--- config.mk ---
export PLATFORM = sky130hd
export DESIGN_NAME = multicycle_controller
export DESIGN_NICKNAME = d
export VERILOG_FILES = /design/src/rtl/multicycle_controller.sv
export SDC_FILE = /design/constraint.sdc
export NUM_CORES = 1
export LEC_CHECK = 0
export CAP_MARGIN = 30
export CELL_PAD_IN_SITES_DETAIL_PLACEMENT = 0
export CELL_PAD_IN_SITES_GLOBAL_PLACEMENT = 1
export CORE_MARGIN = 2
export CORE_UTILIZATION = 24
export DETAILED_ROUTE_END_ITERATION = 10
export GPL_TIMING_DRIVEN = 0
export HOLD_SLACK_MARGIN = 0.12
export PLACE_DENSITY_LB_ADDON = 0.1
export SYNTH_ARGS = -nofsm -noshare
export SYNTH_HDL_FRONTEND = slang
export SYNTH_SLANG_ARGS = --single-unit
--- constraint.sdc ---
create_clock -name clock -period 1.93 [get_ports clock]
set_input_delay 0.2895 -clock clock [delete_from_list [all_inputs] [get_ports clock]]
set_output_delay 0.2895 -clock clock [all_outputs]
set_load 0.005 [all_outputs]
--- src/rtl/multicycle_controller.sv ---
// rtl/multicycle_controller.sv - multi-cycle MIPS control FSM with memory/IO bus handshake and timeout
`timescale 1ns/1ps
module multicycle_controller #(
    parameter int                         ADDR_HIGH_WIDTH = 22,
    parameter logic [ADDR_HIGH_WIDTH-1:0] IO_PAGE         = 22'h3FFFFF,
    parameter int                         TIMEOUT         = 15
) (
    input  logic                       clock,
    input  logic                       reset,
    input  logic [5:0]                 Opcode,
    input  logic [5:0]                 Function_opcode,
    input  logic [ADDR_HIGH_WIDTH-1:0] Alu_resultHigh,
    input  logic                       mem_ack,
    input  logic                       io_ack,
    output logic                       IRWrite,
    output logic                       PCWrite,
    output logic                       Jmp,
    output logic                       Jal,
    output logic                       Jr,
    output logic                       Branch,
    output logic                       nBranch,
    output logic                       RegDST,
    output logic                       ALUSrc,
    output logic                       Sftmd,
    output logic [1:0]                 ALUOp,
    output logic                       RegWrite,
    output logic                       MemorIOtoReg,
    output logic                       MemRead,
    output logic                       MemWrite,
    output logic                       IORead,
    output logic                       IOWrite,
    output logic                       bus_error,
    output logic                       illegal_instr,
    output logic                       instr_done,
    output logic [2:0]                 state
);

    typedef enum logic [2:0] {
        S_FETCH  = 3'd0,
        S_DECODE = 3'd1,
        S_EXEC   = 3'd2,
        S_MEM    = 3'd3,
        S_WB     = 3'd4
    } state_t;

    // last wait-count value before a missing ack becomes a bus error
    localparam logic [7:0] LP_TMO_LAST = 8'(TIMEOUT - 1);

    state_t     r_state;
    state_t     w_next;
    logic [7:0] r_wait_cnt;
    logic       r_is_io;
    logic       r_rst_hold;

    logic w_op_r, w_op_jr, w_op_lw, w_op_sw, w_op_beq, w_op_bne;
    logic w_op_j, w_op_jal, w_op_i, w_sft;
    logic w_ack, w_timeout, w_quiet;

    assign w_op_r   = (Opcode == 6'b000000);
    assign w_op_jr  = w_op_r && (Function_opcode == 6'b001000);
    assign w_op_lw  = (Opcode == 6'b100011);
    assign w_op_sw  = (Opcode == 6'b101011);
    assign w_op_beq = (Opcode == 6'b000100);
    assign w_op_bne = (Opcode == 6'b000101);
    assign w_op_j   = (Opcode == 6'b000010);
    assign w_op_jal = (Opcode == 6'b000011);
    assign w_op_i   = (Opcode[5:3] == 3'b001);
    assign w_sft    = w_op_r && ((Function_opcode == 6'b000000) || (Function_opcode == 6'b000010) ||
                                 (Function_opcode == 6'b000011) || (Function_opcode == 6'b000100) ||
                                 (Function_opcode == 6'b000110) || (Function_opcode == 6'b000111));

    // only the ack of the latched target counts; the other bus is ignored
    assign w_ack     = r_is_io ? io_ack : mem_ack;
    assign w_timeout = !w_ack && (r_wait_cnt == LP_TMO_LAST);
    // strobes are silenced while reset is high and for one settle cycle after it
    assign w_quiet   = reset || r_rst_hold;
    assign state     = r_state;

    // state register
    always_ff @(posedge clock) begin
        if (reset) r_state <= S_FETCH;
        else       r_state <= w_next;
    end

    // bus wait counter, IO-target latch and post-reset hold flag
    always_ff @(posedge clock) begin
        if (reset) begin
            r_wait_cnt <= 8'd0;
            r_is_io    <= 1'b0;
            r_rst_hold <= 1'b1;
        end else begin
            r_rst_hold <= 1'b0;
            if (r_state == S_MEM && !w_ack && !w_timeout) r_wait_cnt <= r_wait_cnt + 8'd1;
            else                                          r_wait_cnt <= 8'd0;
            if (r_state == S_EXEC && (w_op_lw || w_op_sw))
                r_is_io <= (Alu_resultHigh == IO_PAGE);
        end
    end

    // next-state decode
    always_comb begin
        w_next = r_state;
        if (r_rst_hold) begin
            w_next = S_FETCH;
        end else begin
            case (r_state)
                S_FETCH:  w_next = S_DECODE;
                S_DECODE: w_next = (w_op_j || w_op_jal || w_op_jr) ? S_FETCH : S_EXEC;
                S_EXEC: begin
                    if (w_op_beq || w_op_bne)    w_next = S_FETCH;
                    else if (w_op_r || w_op_i)   w_next = S_WB;
                    else if (w_op_lw || w_op_sw) w_next = S_MEM;
                    else                         w_next = S_FETCH;
                end
                S_MEM: begin
                    if (w_ack)          w_next = w_op_lw ? S_WB : S_FETCH;
                    else if (w_timeout) w_next = S_FETCH;
                    else                w_next = S_MEM;
                end
                S_WB:     w_next = S_FETCH;
                default:  w_next = S_FETCH;
            endcase
        end
    end

    // datapath strobes decoded from state and opcode
    always_comb begin
        IRWrite = 1'b0; PCWrite = 1'b0; Jmp = 1'b0; Jal = 1'b0; Jr = 1'b0;
        Branch = 1'b0; nBranch = 1'b0; RegDST = 1'b0; ALUSrc = 1'b0; Sftmd = 1'b0;
        ALUOp = 2'b00; RegWrite = 1'b0; MemorIOtoReg = 1'b0;
        MemRead = 1'b0; MemWrite = 1'b0; IORead = 1'b0; IOWrite = 1'b0;
        bus_error = 1'b0; illegal_instr = 1'b0; instr_done = 1'b0;
        if (!w_quiet) begin
            case (r_state)
                S_FETCH: begin
                    IRWrite = 1'b1;
                    PCWrite = 1'b1;
                end
                S_DECODE: begin
                    if (w_op_j) begin
                        Jmp = 1'b1; instr_done = 1'b1;
                    end else if (w_op_jal) begin
                        Jal = 1'b1; RegWrite = 1'b1; instr_done = 1'b1;
                    end else if (w_op_jr) begin
                        Jr = 1'b1; instr_done = 1'b1;
                    end
                end
                S_EXEC: begin
                    ALUSrc = w_op_i || w_op_lw || w_op_sw;
                    ALUOp  = {w_op_r || w_op_i, w_op_beq || w_op_bne};
                    Sftmd  = w_sft;
                    RegDST = w_op_r;
                    if (w_op_beq || w_op_bne) begin
                        Branch = w_op_beq; nBranch = w_op_bne; instr_done = 1'b1;
                    end else if (!(w_op_r || w_op_i || w_op_lw || w_op_sw)) begin
                        illegal_instr = 1'b1; instr_done = 1'b1;
                    end
                end
                S_MEM: begin
                    MemRead  = w_op_lw && !r_is_io;
                    IORead   = w_op_lw &&  r_is_io;
                    MemWrite = w_op_sw && !r_is_io;
                    IOWrite  = w_op_sw &&  r_is_io;
                    if (w_ack) begin
                        instr_done = w_op_sw;
                    end else if (w_timeout) begin
                        bus_error = 1'b1; instr_done = 1'b1;
                    end
                end
                S_WB: begin
                    RegWrite     = 1'b1;
                    MemorIOtoReg = w_op_lw;
                    RegDST       = w_op_r;
                    instr_done   = 1'b1;
                end
                default: ;
            endcase
        end
    end

endmodule

==> flow_metrics.tcl <==
set metrics [dict create \
    numPlacedInstances 241 \
    initial_core_util_pct 24.8 \
    fillers 405 \
    crit_slowest_cell "dfxtp_4" \
    drc 0 \
    p_int_mw 0.515 \
    drive_gt1_share_pct 34.3 \
    slew_viol_final 0 \
    grt_pass1_wl_um 5420 \
    fin_crit_sh_pct 97.6 \
    clk_path_buf_depth 2 \
    whs_path_depth 1 \
    hold_viol 0 \
    tightest_slew_ps 349 \
    track_usage_pct 15.1 \
    htree_num_levels 1 \
    ant_nets 0 \
    synthCells 131 \
    syn-num-nets 171 \
    comb_power_share_pct 24.3 \
    synth_adder_area_share_pct 2.52 \
    drt-initial-drc-count 35 \
    die_h_um 68.3 \
    grt.overflow.total 0 \
    cts_tree "built" \
    crit_fanout 3 \
    syn_avg_cell_area_um2 7.57 \
    ys_types 40 \
    relSlewSlack_pct 76.6 \
    vias 1242 \
    synth_top_family_by_area "simple AND/OR/NAND/NOR gates" \
    area_delta_synth_final_pct 91.6 \
    port_buffers 60 \
    rsz0062_at_grt "true" \
    power_frac_seq_pct 40.3 \
    cpPeakStageDelay_ps 350 \
    place.gp.congestion 0.720 \
    worstSetupStartpointType "flop" \
    antenna_found_initial 0 \
    r2r-start "r_is_io$_SDFFE_PP0P_" \
    status "complete, no violations" \
    stdcell_count 260 \
    worstHoldStart "reset" \
    synth_largest_area_cell "dfxtp_1" \
    ys_seq_elements 13 \
    final_nets 251 \
    path_class "flop to output port" \
    insertedDiodeCount 0 \
    netlist_area_um2 992 \
    setup_viol_count_final 0 \
    cp.required_ps 1640 \
    fmax_mhz 531 \
    synth-xor-area-share_pct 5.30 \
    leakage_nw 0.800 \
    p_clk_share_pct 35.4 \
    setup.worst_path.end_class "output port" \
    fin_util_pct 47.5 \
    io_pins 62 \
    core_um2 4000 \
    synth.area.top_cells "dfxtp_1, nor3_1, nand4_1" \
    grt_pass1_vias 1190 \
    p_sw_mw 0.163 \
    synthMuxAreaShare_pct 2.14 \
    powerDensity_nw_per_um2 356 \
    numCtsBuffers 3 \
    startpoint "r_rst_hold$_DFF_P_" \
    synth_compound_area_share_pct 11.0 \
    first_pass_iters 4 \
    critPathArrivalTime_ps 1590 \
    wl_um 3370 \
    rows 23 \
    fin_crit_ps 1880 \
    die_w_um 68.3 \
    dp.final_hpwl_um 2580 \
    switching_share_pct 24.0 \
    met3_length_um 134 \
    yosysWarnings 0 \
    drt-met1-wl_um 1350 \
    hold_path_class "input port to flop" \
    ir_drop_mv 0.354 \
    clkSinkCount 13 \
    synth-seq-area-share_pct 26.2 \
    dieArea_um2 4660 \
    path_clk_slew_ps 50 \
    via_per_inst 4.78 \
    crit_chain "nor3_4, nand3_2, buf_4, nor4_2, clkdlybuf4s15_1" \
    max-cap-violations 0 \
    insertion_delay_ps 240 \
    wl_per_cell_um 13.0 \
    synth_top_area_share_pct 26.2 \
    yosys.area_share.simple_pct 48.0 \
    root_buffer "clkbuf_8" \
    reg2reg_depth 4 \
    routed.top_layer "met4" \
    grt_max_degree 11 \
    wl_met2_um 1860 \
    skew_ps 0.588 \
]
==> per-stage QoR <==
step	setup TNS [ps]	hold slack (ps)	total power, mW	area, µm²	worst slack, ps
floorplan	0	317	0.323	992	390
detailed placement	-12940	474	0.423	1660	-770
global placement	-13510	469	0.423	1660	-799
global route	-66.9	293	0.709	1900	-25.2
CTS	-214	414	0.678	1870	-97.9
finish	0	285	0.677	1900	46.2
==> per-layer routing <==
metal / up-vias / global-route usage [%]
li1: 643 / -
met1: 578 / 17.4
met2: 17 / 28.5
met3: 4 / 2.14
met4: 0 / 4.50
met5: - / 0
==> area by class of cell <==
class / instances / area [µm²] / share of cell area, %
clock buffers: 4 / 45.0 / 2.37
well taps: 50 / 62.6 / 3.29
inverters: 8 / 30.0 / 1.58
multi-input cells: 107 / 818 / 43.1
plain buffers: 3 / 23.8 / 1.25
repair buffers: 75 / 644 / 33.9
flip-flops and latches: 13 / 277 / 14.5
==> state kept, by name (all words and copies together) (netlist names) <==
name / cells
state: 3
r_is_io: 1
r_wait_cnt: 8
r_rst_hold: 1
==> cells in the mapped netlist <==
cell	instances
nand3_1	4
o21ai_0	3
nor4_2	1
mux2i_1	1
and2_1	3
or3b_1	1
buf_2	1
or2_2	1
nand4_1	10
mux2_2	1
a21o_1	1
a211oi_1	3
xor2_1	5
a31oi_1	1
nor3b_1	1
nor4b_1	1
or3b_4	1
or4_1	1
dfxtp_1	13
xnor2_1	1
clkbuf_2	1
buf_4	1
nand4b_2	2
and3_1	5
a211o_1	1
a2bb2oi_1	1
nor3_1	14
nand2b_1	4
nor2_1	11
nand2_1	7
nand3b_1	2
nor2b_1	2
ha_1	2
nor4_1	2
and4b_1	1
or2b_1	1
or3_1	3
and4bb_2	1
inv_1	8
a21oi_1	8
==> critical path: cells and delay by family (launching register included) <==
family        cells  cell delay (ps)
simple gates      3              600
buf+inv           2              400
flops             1              350
==> path summary, 6_finish.rpt <==
check                             end  slack, ps
min                r_rst_hold$_DFF_P_        290
max reg2reg  r_wait_cnt[3]$_SDFF_PP0_        520
max                             Sftmd         50
min reg2reg      r_is_io$_SDFFE_PP0P_        500
==> repair_timing <==
action | in CTS | in global routing
gates resized for setup | 78 | 34
setup buffers | 13 | 2
pin swaps | 11 | 6
hold buffers | 0 | 0
endpoints found under the setup margin | 21 | 12
==> logic make-up (layout without fill, tap and decap cells) <==
family | after synthesis | in the layout
mux | 2 | 2
buf+inv | 11 | 90
simple gates | 79 | 79
flops | 13 | 13
fa+ha+maj | 2 | 2
compound gates | 18 | 18
xor+xnor | 6 | 6
==> layout by cell type, fill, tap and decap left out, types with 3 or more instances in the layout <==
cell,count
dfxtp_2,4
o21ai_0,3
clkbuf_2,6
and3_1,4
a21oi_1,7
nor2_1,9
nand3_1,3
nand2_1,6
inv_1,6
dlygate4sd2_1,13
clkbuf_8,3
and2_1,3
dfxtp_4,3
dfxtp_1,6
nand4_1,10
clkdlybuf4s50_1,29
xor2_1,5
nor3_1,8
buf_2,7
nand2b_1,4
nor3_2,4
buf_4,16
==> power by group through the flow <==
| stage | Clock [mW] | Sequential, mW | Combinational [mW] |
|---|---|---|---|
| 3_5_place_dp | 0 | 0.281 | 0.142 |
| 4_1_cts | 0.244 | 0.274 | 0.161 |
| 2_1_floorplan | 0 | 0.280 | 0.0426 |
| 6_report | 0.240 | 0.273 | 0.164 |
| 3_3_place_gp | 0 | 0.281 | 0.142 |
| 5_1_grt | 0.258 | 0.274 | 0.178 |
No activity file was read; power rests on OpenSTA's default activity.
